===== config.mk =====
export PLATFORM = sky130hd
export DESIGN_NAME = uart_line_monitor
export DESIGN_NICKNAME = d
export VERILOG_FILES = /design/src/rtl/uart_mon_pkg.sv /design/src/rtl/uart_mon_rx.sv /design/src/rtl/uart_line_monitor.sv
export SDC_FILE = /design/constraint.sdc
export NUM_CORES = 1
export LEC_CHECK = 0
export CAP_MARGIN = 0
export CORE_ASPECT_RATIO = 0.6
export CORE_UTILIZATION = 57
export DETAILED_ROUTE_END_ITERATION = 8
export DONT_BUFFER_PORTS = 1
export PLACE_DENSITY = 0.75
export REMOVE_ABC_BUFFERS = 1
export SETUP_SLACK_MARGIN = 0.1
export SYNTH_ARGS = -nofsm -noshare
export SYNTH_HDL_FRONTEND = slang
export SYNTH_HIERARCHICAL = 1
export SYNTH_SLANG_ARGS = --single-unit

===== constraint.sdc =====
create_clock -name clk -period 2.48 [get_ports clk]
set_input_delay 0.372 -clock clk [delete_from_list [all_inputs] [get_ports clk]]
set_output_delay 0.372 -clock clk [all_outputs]
set_load 0.05 [all_outputs]

===== src/rtl/uart_mon_pkg.sv =====
// Shared types and helpers for the UART line monitor (receiver FSM states,
// parity modes, line-feed code, saturating counter increment).
package uart_mon_pkg;

    typedef enum logic [2:0] {
        IDLE   = 3'd0,
        START  = 3'd1,
        DATA   = 3'd2,
        PARITY = 3'd3,
        STOP   = 3'd4
    } rx_state_t;

    typedef enum logic [1:0] {
        PAR_NONE = 2'd0,
        PAR_ODD  = 2'd1,
        PAR_EVEN = 2'd2
    } parity_e;

    localparam logic [7:0] LF = 8'h0A;

    function automatic logic [15:0] sat_inc16(input logic [15:0] v);
        return (v == 16'hFFFF) ? v : v + 16'd1;
    endfunction

    // Parity bit a transmitter would send for the given data byte.
    function automatic logic par_bit(input logic [7:0] d, input parity_e mode);
        case (mode)
            PAR_ODD:  return ~^d;
            PAR_EVEN: return ^d;
            default:  return 1'b0;
        endcase
    endfunction

endpackage


===== src/rtl/uart_mon_rx.sv =====
// Bit-level UART receiver: 2-flop input synchronizer, half-bit aligned sample
// timer and RX FSM; emits a one-cycle frame strobe with data and error flags.
module uart_mon_rx
    import uart_mon_pkg::*;
#(
    parameter int      CLKS_PER_BIT = 434,
    parameter int      PAYLOAD_BITS = 8,
    parameter parity_e PAR_MODE     = PAR_NONE,
    parameter int      STOP_BITS    = 1
) (
    input  logic       clk,
    input  logic       resetn,
    input  logic       rxd_i,
    input  logic       rx_en_i,
    output logic       frm_vld_o,
    output logic [7:0] frm_data_o,
    output logic       frm_perr_o,
    output logic       frm_ferr_o,
    output logic       frm_brk_o
);

    localparam int CW = $clog2(CLKS_PER_BIT + 1);

    logic [1:0]    sync_q;
    logic          prev_q;
    logic          rxd_s;
    logic          fall_s;
    logic          tick_s;
    logic          ferr_now_s;
    rx_state_t     state_q, state_d;
    logic [CW-1:0] cnt_q, cnt_d;
    logic [2:0]    bit_q, bit_d;
    logic [7:0]    shreg_q, shreg_d;
    logic          perr_q, perr_d;
    logic          ferr_q, ferr_d;
    logic          vld_q, vld_d;
    logic [7:0]    odata_q, odata_d;
    logic          operr_q, operr_d;
    logic          oferr_q, oferr_d;
    logic          obrk_q, obrk_d;

    assign rxd_s      = sync_q[1];
    assign fall_s     = prev_q & ~rxd_s;
    assign tick_s     = (cnt_q == {CW{1'b0}});
    assign ferr_now_s = ferr_q | ~rxd_s;

    assign frm_vld_o  = vld_q;
    assign frm_data_o = odata_q;
    assign frm_perr_o = operr_q;
    assign frm_ferr_o = oferr_q;
    assign frm_brk_o  = obrk_q;

    // Synchronizer, edge history and all FSM/datapath state.
    always_ff @(posedge clk or negedge resetn) begin
        if (!resetn) begin
            sync_q  <= 2'b11;
            prev_q  <= 1'b1;
            state_q <= IDLE;
            cnt_q   <= {CW{1'b0}};
            bit_q   <= 3'd0;
            shreg_q <= 8'h00;
            perr_q  <= 1'b0;
            ferr_q  <= 1'b0;
            vld_q   <= 1'b0;
            odata_q <= 8'h00;
            operr_q <= 1'b0;
            oferr_q <= 1'b0;
            obrk_q  <= 1'b0;
        end else begin
            sync_q  <= {sync_q[0], rxd_i};
            prev_q  <= rxd_s;
            state_q <= state_d;
            cnt_q   <= cnt_d;
            bit_q   <= bit_d;
            shreg_q <= shreg_d;
            perr_q  <= perr_d;
            ferr_q  <= ferr_d;
            vld_q   <= vld_d;
            odata_q <= odata_d;
            operr_q <= operr_d;
            oferr_q <= oferr_d;
            obrk_q  <= obrk_d;
        end
    end

    // Next-state logic; the frame verdict is produced at the final stop sample.
    always_comb begin
        state_d = state_q;
        cnt_d   = cnt_q;
        bit_d   = bit_q;
        shreg_d = shreg_q;
        perr_d  = perr_q;
        ferr_d  = ferr_q;
        vld_d   = 1'b0;
        odata_d = odata_q;
        operr_d = 1'b0;
        oferr_d = 1'b0;
        obrk_d  = 1'b0;
        if (!rx_en_i) begin
            state_d = IDLE;
        end else begin
            case (state_q)
                IDLE: begin
                    if (fall_s) begin
                        state_d = START;
                        cnt_d   = CW'(CLKS_PER_BIT / 2);
                        bit_d   = 3'd0;
                        shreg_d = 8'h00;
                        perr_d  = 1'b0;
                        ferr_d  = 1'b0;
                    end else begin
                        state_d = IDLE;
                    end
                end
                START: begin
                    if (!tick_s) begin
                        cnt_d = cnt_q - CW'(1);
                    end else if (!rxd_s) begin
                        state_d = DATA;
                        cnt_d   = CW'(CLKS_PER_BIT - 1);
                    end else begin
                        state_d = IDLE;
                    end
                end
                DATA: begin
                    if (!tick_s) begin
                        cnt_d = cnt_q - CW'(1);
                    end else begin
                        shreg_d[bit_q] = rxd_s;
                        cnt_d          = CW'(CLKS_PER_BIT - 1);
                        if (bit_q == 3'(PAYLOAD_BITS - 1)) begin
                            bit_d   = 3'd0;
                            state_d = (PAR_MODE == PAR_NONE) ? STOP : PARITY;
                        end else begin
                            bit_d = bit_q + 3'd1;
                        end
                    end
                end
                PARITY: begin
                    if (!tick_s) begin
                        cnt_d = cnt_q - CW'(1);
                    end else begin
                        perr_d  = (rxd_s != par_bit(shreg_q, PAR_MODE));
                        cnt_d   = CW'(CLKS_PER_BIT - 1);
                        state_d = STOP;
                    end
                end
                STOP: begin
                    if (!tick_s) begin
                        cnt_d = cnt_q - CW'(1);
                    end else begin
                        ferr_d = ferr_now_s;
                        cnt_d  = CW'(CLKS_PER_BIT - 1);
                        if (bit_q == 3'(STOP_BITS - 1)) begin
                            state_d = IDLE;
                            vld_d   = 1'b1;
                            odata_d = shreg_q;
                            obrk_d  = ferr_now_s && (shreg_q == 8'h00);
                            oferr_d = ferr_now_s && (shreg_q != 8'h00);
                            operr_d = perr_q && !ferr_now_s;
                        end else begin
                            bit_d = bit_q + 3'd1;
                        end
                    end
                end
                default: state_d = IDLE;
            endcase
        end
    end

endmodule


===== src/rtl/uart_line_monitor.sv =====
// UART receive monitor top: line tagging, show-ahead character FIFO and
// saturating error counters. Define UART_LINE_MONITOR_LOG_EN for simulation line logging.
module uart_line_monitor #(
    parameter int BIT_RATE     = 115200,
    parameter int CLK_HZ       = 50_000_000,
    parameter int PAYLOAD_BITS = 8,
    parameter int PARITY       = 0,
    parameter int STOP_BITS    = 1,
    parameter int FIFO_DEPTH   = 16,
    parameter int MAX_LINE     = 128
) (
    input  logic        clk,
    input  logic        resetn,
    input  logic        uart_rxd,
    input  logic        uart_rx_en,
    output logic        out_valid,
    input  logic        out_ready,
    output logic [7:0]  out_data,
    output logic        out_last,
    output logic        rx_break,
    output logic [15:0] frame_err_cnt,
    output logic [15:0] parity_err_cnt,
    output logic [15:0] ovf_cnt
);
    import uart_mon_pkg::parity_e;
    import uart_mon_pkg::sat_inc16;
    import uart_mon_pkg::LF;

    localparam int CPB = CLK_HZ / BIT_RATE;
    localparam int AW  = $clog2(FIFO_DEPTH);
    localparam int LW  = (MAX_LINE > 2) ? $clog2(MAX_LINE) : 1;

    logic          frm_vld_s, frm_perr_s, frm_ferr_s, frm_brk_s;
    logic [7:0]    frm_data_s;
    logic          good_s, pop_s, push_s, drop_s, last_s, empty_s, full_s;
    logic [8:0]    mem_q [FIFO_DEPTH];
    logic [AW:0]   wptr_q, wptr_d, rptr_q, rptr_d;
    logic [LW-1:0] line_q, line_d;
    logic [15:0]   ferr_cnt_q, ferr_cnt_d, perr_cnt_q, perr_cnt_d, ovf_cnt_q, ovf_cnt_d;

    uart_mon_rx #(
        .CLKS_PER_BIT (CPB),
        .PAYLOAD_BITS (PAYLOAD_BITS),
        .PAR_MODE     (parity_e'(2'(PARITY))),
        .STOP_BITS    (STOP_BITS)
    ) u_rx (
        .clk        (clk),
        .resetn     (resetn),
        .rxd_i      (uart_rxd),
        .rx_en_i    (uart_rx_en),
        .frm_vld_o  (frm_vld_s),
        .frm_data_o (frm_data_s),
        .frm_perr_o (frm_perr_s),
        .frm_ferr_o (frm_ferr_s),
        .frm_brk_o  (frm_brk_s)
    );

    assign empty_s = (wptr_q == rptr_q);
    assign full_s  = (wptr_q[AW] != rptr_q[AW]) && (wptr_q[AW-1:0] == rptr_q[AW-1:0]);
    assign good_s  = frm_vld_s && !frm_perr_s && !frm_ferr_s && !frm_brk_s;
    assign pop_s   = !empty_s && out_ready;
    // A full FIFO still accepts a push when the head leaves in the same cycle.
    assign push_s  = good_s && (!full_s || pop_s);
    assign drop_s  = good_s && full_s && !pop_s;
    assign last_s  = (frm_data_s == LF) || (line_q == LW'(MAX_LINE - 1));

    assign out_valid            = !empty_s;
    assign {out_last, out_data} = empty_s ? 9'h000 : mem_q[rptr_q[AW-1:0]];
    assign rx_break             = frm_brk_s;
    assign frame_err_cnt        = ferr_cnt_q;
    assign parity_err_cnt       = perr_cnt_q;
    assign ovf_cnt              = ovf_cnt_q;

    // FIFO storage; contents are qualified by the pointers so no reset is needed.
    always_ff @(posedge clk) begin
        if (push_s) begin
            mem_q[wptr_q[AW-1:0]] <= {last_s, frm_data_s};
        end
    end

    // Pointer, line counter and error counter registers.
    always_ff @(posedge clk or negedge resetn) begin
        if (!resetn) begin
            wptr_q     <= {(AW+1){1'b0}};
            rptr_q     <= {(AW+1){1'b0}};
            line_q     <= {LW{1'b0}};
            ferr_cnt_q <= 16'h0000;
            perr_cnt_q <= 16'h0000;
            ovf_cnt_q  <= 16'h0000;
        end else begin
            wptr_q     <= wptr_d;
            rptr_q     <= rptr_d;
            line_q     <= line_d;
            ferr_cnt_q <= ferr_cnt_d;
            perr_cnt_q <= perr_cnt_d;
            ovf_cnt_q  <= ovf_cnt_d;
        end
    end

    // Next-state for pointers, line position and counters.
    always_comb begin
        wptr_d     = wptr_q;
        rptr_d     = rptr_q;
        line_d     = line_q;
        ferr_cnt_d = ferr_cnt_q;
        perr_cnt_d = perr_cnt_q;
        ovf_cnt_d  = ovf_cnt_q;
        if (pop_s) begin
            rptr_d = rptr_q + (AW+1)'(1);
        end else begin
            rptr_d = rptr_q;
        end
        if (push_s) begin
            wptr_d = wptr_q + (AW+1)'(1);
            line_d = last_s ? {LW{1'b0}} : line_q + LW'(1);
        end else begin
            wptr_d = wptr_q;
            line_d = line_q;
        end
        if (frm_vld_s && frm_ferr_s) begin
            ferr_cnt_d = sat_inc16(ferr_cnt_q);
        end else begin
            ferr_cnt_d = ferr_cnt_q;
        end
        if (frm_vld_s && frm_perr_s) begin
            perr_cnt_d = sat_inc16(perr_cnt_q);
        end else begin
            perr_cnt_d = perr_cnt_q;
        end
        if (drop_s) begin
            ovf_cnt_d = sat_inc16(ovf_cnt_q);
        end else begin
            ovf_cnt_d = ovf_cnt_q;
        end
    end

`ifdef UART_LINE_MONITOR_LOG_EN
`ifndef logI
`define logI(msg) $display("[INFO] %s", msg)
`endif
    string line_str;

    // Observes pushes and counter events only; never feeds back into the design.
    always @(posedge clk) begin
        if (resetn && push_s) begin
            line_str = $sformatf("%s%c", line_str, frm_data_s);
            if (last_s) begin
                `logI($sformatf("%m: %s", line_str));
                line_str = "";
            end
        end
        if (resetn && frm_vld_s && frm_ferr_s) `logI($sformatf("%m: framing error count %0d", ferr_cnt_d));
        if (resetn && frm_vld_s && frm_perr_s) `logI($sformatf("%m: parity error count %0d", perr_cnt_d));
        if (resetn && drop_s) `logI($sformatf("%m: overflow count %0d", ovf_cnt_d));
    end
`else
    // Synthesizable build: no line logging.
`endif

endmodule

==> flow_summary.ini <==
[timing]
setup-tns-final_ps = -1850
period_needed_ps = 2700
rsz0062_at_grt = yes
hold_viol_final = 105
setup_viol_count_final = 10
layout_setup_ws_ps = -216
whs_ps = -454
slew_viol_final = 0
period_share_pct = 109
skew_ps = 22.5
worst-slew-pin-transition_ps = 986
fmax_mhz = 371
maxSlewHeadroom_pct = 33.9

[worst_hold_path]
hp-class = input port to async pin

[setup_path]
crit_path_cell_trace = xnor2_2 > nand4_1 > buf_4 > nor2_4 > buf_4 > a21oi_1 > buf_4
cp_slowest_stage_delay_ps = 540
timing.critical_path.mode_cell = buf_4
path_class = flop to output port
cp.arrival_ps = 2320
crit_path_start_kind = flop
end_kind = output port
crit_fanout = 7
cp_num_buf_inv = 3
cp_slowest_cell = dfrtp_1
crit_family = buffers and inverters
required_ps = 2110

[status]
status = complete, but fails checks
violations = design-rule violations, negative hold slack, negative setup slack

[finish]
fillCellCount = 1139
nNetsFinal = 857
design_area_um2 = 12700
drive_above_1_share_pct = 27.1
seq_area_um2 = 6960
area_growth_pct = 17.5
multi_input_area_um2 = 3670
diodes = 0

[die]
die-area_um2 = 19500
die_y_um = 109
coreArea_um2 = 18300
fp-row-count = 38
fp.dieW_um = 180
io_pins = 64
initial_utilization_pct = 58.9

[synthesis]
yosysTopAreaCell = edfxtp_1
synth_fa_ha_area_share_pct = 1.51
synth_common_cells = edfxtp_1, dfrtp_1, nand2_1
yosysWarnings = 6
synth_edf_count = 144
synth_compound_area_share_pct = 5.89
synth-simple-area-share_pct = 11.7
ys_types = 65
yosysSeqAreaShare_pct = 64.5
syn-instance-count = 735
synth_top_family_by_area = simple AND/OR/NAND/NOR gates
synth_area_leaders = edfxtp_1, dfrtp_1, mux4_2
netlist_area_um2 = 10800
synthMuxAreaShare_pct = 10.1
synth_xor_area_share_pct = 4.22
synth_ff_type = edfxtp_1
async_reset_ff_share_pct = 42.2
yosysMostFrequentCell = edfxtp_1
ys_ff_latch = 249
synth_top_cell_area_share_pct = 40.1
syn_avg_cell_area_um2 = 14.7

[global_route]
grt_pass1_vias = 6662
grt_use_total_pct = 25.9
grt_pass1_wl_mm = 38.1
grt_overflow_total = 0
grt_max_degree = 106
antenna_found_initial = 1

[clock_network]
cts_buffer_depth = 3
clock_latency_ps = 520
numCtsBuffers = 23
root_buffer = clkbuf_16
tritoncts = yes
htreeDepth = 1
cts_sinks = 249
ctsHoldBuffers = 2
clk_pin_slew_worst_paths_ps = 60

[drt]
ant_nets = 0
routed_wl_mm = 24.7
drt-wirelength-per-cell_um = 22.5
drc = 4
vias = 6837
drt-pass1-iter-count = 7
via_per_inst = 6.24
drt_iter0_drc = 768

[placement]
dpl_cell_area_um2 = 11700
hpwl_mm = 16.2
routabilityCongestion = 0.926
io_buffer_count = 0

[flow_run]
max-cap-violations = 0

[power_and_ir_drop]
powerDensity_nw_per_um2 = 904
leakage_nw = 5.20
vdd_drop_max_v = 0.000865
## what timing repair did
| action | in CTS | in global routing |
|---|---|---|
| pin swaps | 8 | 2 |
| cloned | 4 | 1 |
| buffers inserted | 3 | 5 |
| resized for setup | 20 | 10 |
| setup endpoints to repair | 10 | 33 |
| hold endpoints to repair | 107 | 105 |
## sequential cells by signal, indices dropped and copies added, names as in the netlist, 7 cells and up
name             flops
mem_q              144
frame_err_cnt       16
ovf_cnt             16
parity_err_cnt      16
u_rx/cnt_q           9
u_rx/frm_data_o      8
u_rx/shreg_q         8
line_q               7
## worst reg2reg max path, delay by kind of cell, from the launching register on
family                 cells  cell delay (ps)
buffers and inverters      2              400
AND/OR/NAND/NOR            2              410
XOR/XNOR                   1              280
AO/OA/AOI/OAI              1              410
flip-flops                 1              540
## area by class of cell
class | count | area share (%)
flip-flops and latches | 249 | 54.9
multi-input cells | 436 | 28.9
repair buffers | 108 | 7.49
clock buffers | 29 | 4.88
well taps | 240 | 2.37
clock inverters | 13 | 0.731
inverters | 20 | 0.642
repair inverters | 1 | 0.0592
## per-stage QoR
step / setup WS (ps) / utilization [%] / total power [mW] / hold WS [ps] / instances
finish: -216 / 69.2 / 11.5 / -454 / 1096
global route: -277 / 69.2 / 11.8 / -467 / 1096
CTS: -168 / 68.7 / 11.4 / -464 / 1090
detailed placement: 264 / 63.7 / 7.67 / 77.8 / 1039
global placement: 301 / 63.7 / 7.63 / 78.5 / 1039
floorplan: -1280 / - / 6.76 / 76.4 / 705
## cell families (layout without fill, tap and decap cells)
logic type               Yosys count  count (layout)
multiplexers                      61              61
buffers and inverters             50             171
flip-flops                       249             249
adder cells (fa/ha/maj)           13              13
AO/OA/AOI/OAI                     84              84
AND/OR/NAND/NOR                  226             226
XOR/XNOR                          52              52
## path summary, 6_finish.rpt
kind	startpoint	end	slack [ps]	cells past startpoint
worst max-delay path	rptr_q[3]	out_data[2]	-220	7
worst min-delay path	resetn	frame_err_cnt[0]	-450	0
worst max register to register	rptr_q[3]	mem_q[8][1]	180	6
worst min register to register	u_rx/sync_q[0]	u_rx/sync_q[1]	360	0
max in group asynchronous	resetn	u_rx/sync_q[1]	2680	0
min in group clk	uart_rx_en	u_rx/state_q[1]	20	1
## power by group
part,switching (mW),internal [mW]
clock,1.50,1.87
combinational,1.95,1.55
sequential,0.155,4.43
## layer usage
layer	wire, µm	vias up	global-route usage (%)
li1	-	3011	-
met1	10800	3470	38.9
met2	10900	322	37.8
met3	2660	34	7.68
met4	287	0	5.23
met5	0	-	0
## layout by cell type, fill, tap and decap left out, types with 8 or more instances in the layout
master	instances
nor3_1	13
buf_4	95
a221o_1	8
clkbuf_16	23
nand3_1	18
ha_1	13
mux4_2	36
nand4_1	27
o21ai_0	15
mux2_2	17
dfrtp_1	101
and3_1	32
inv_1	18
xnor2_1	35
xor2_1	14
a22oi_1	14
nor2_1	39
edfxtp_1	144
nand2_1	44
a21oi_1	17
Power figures use the tool's default switching activity.
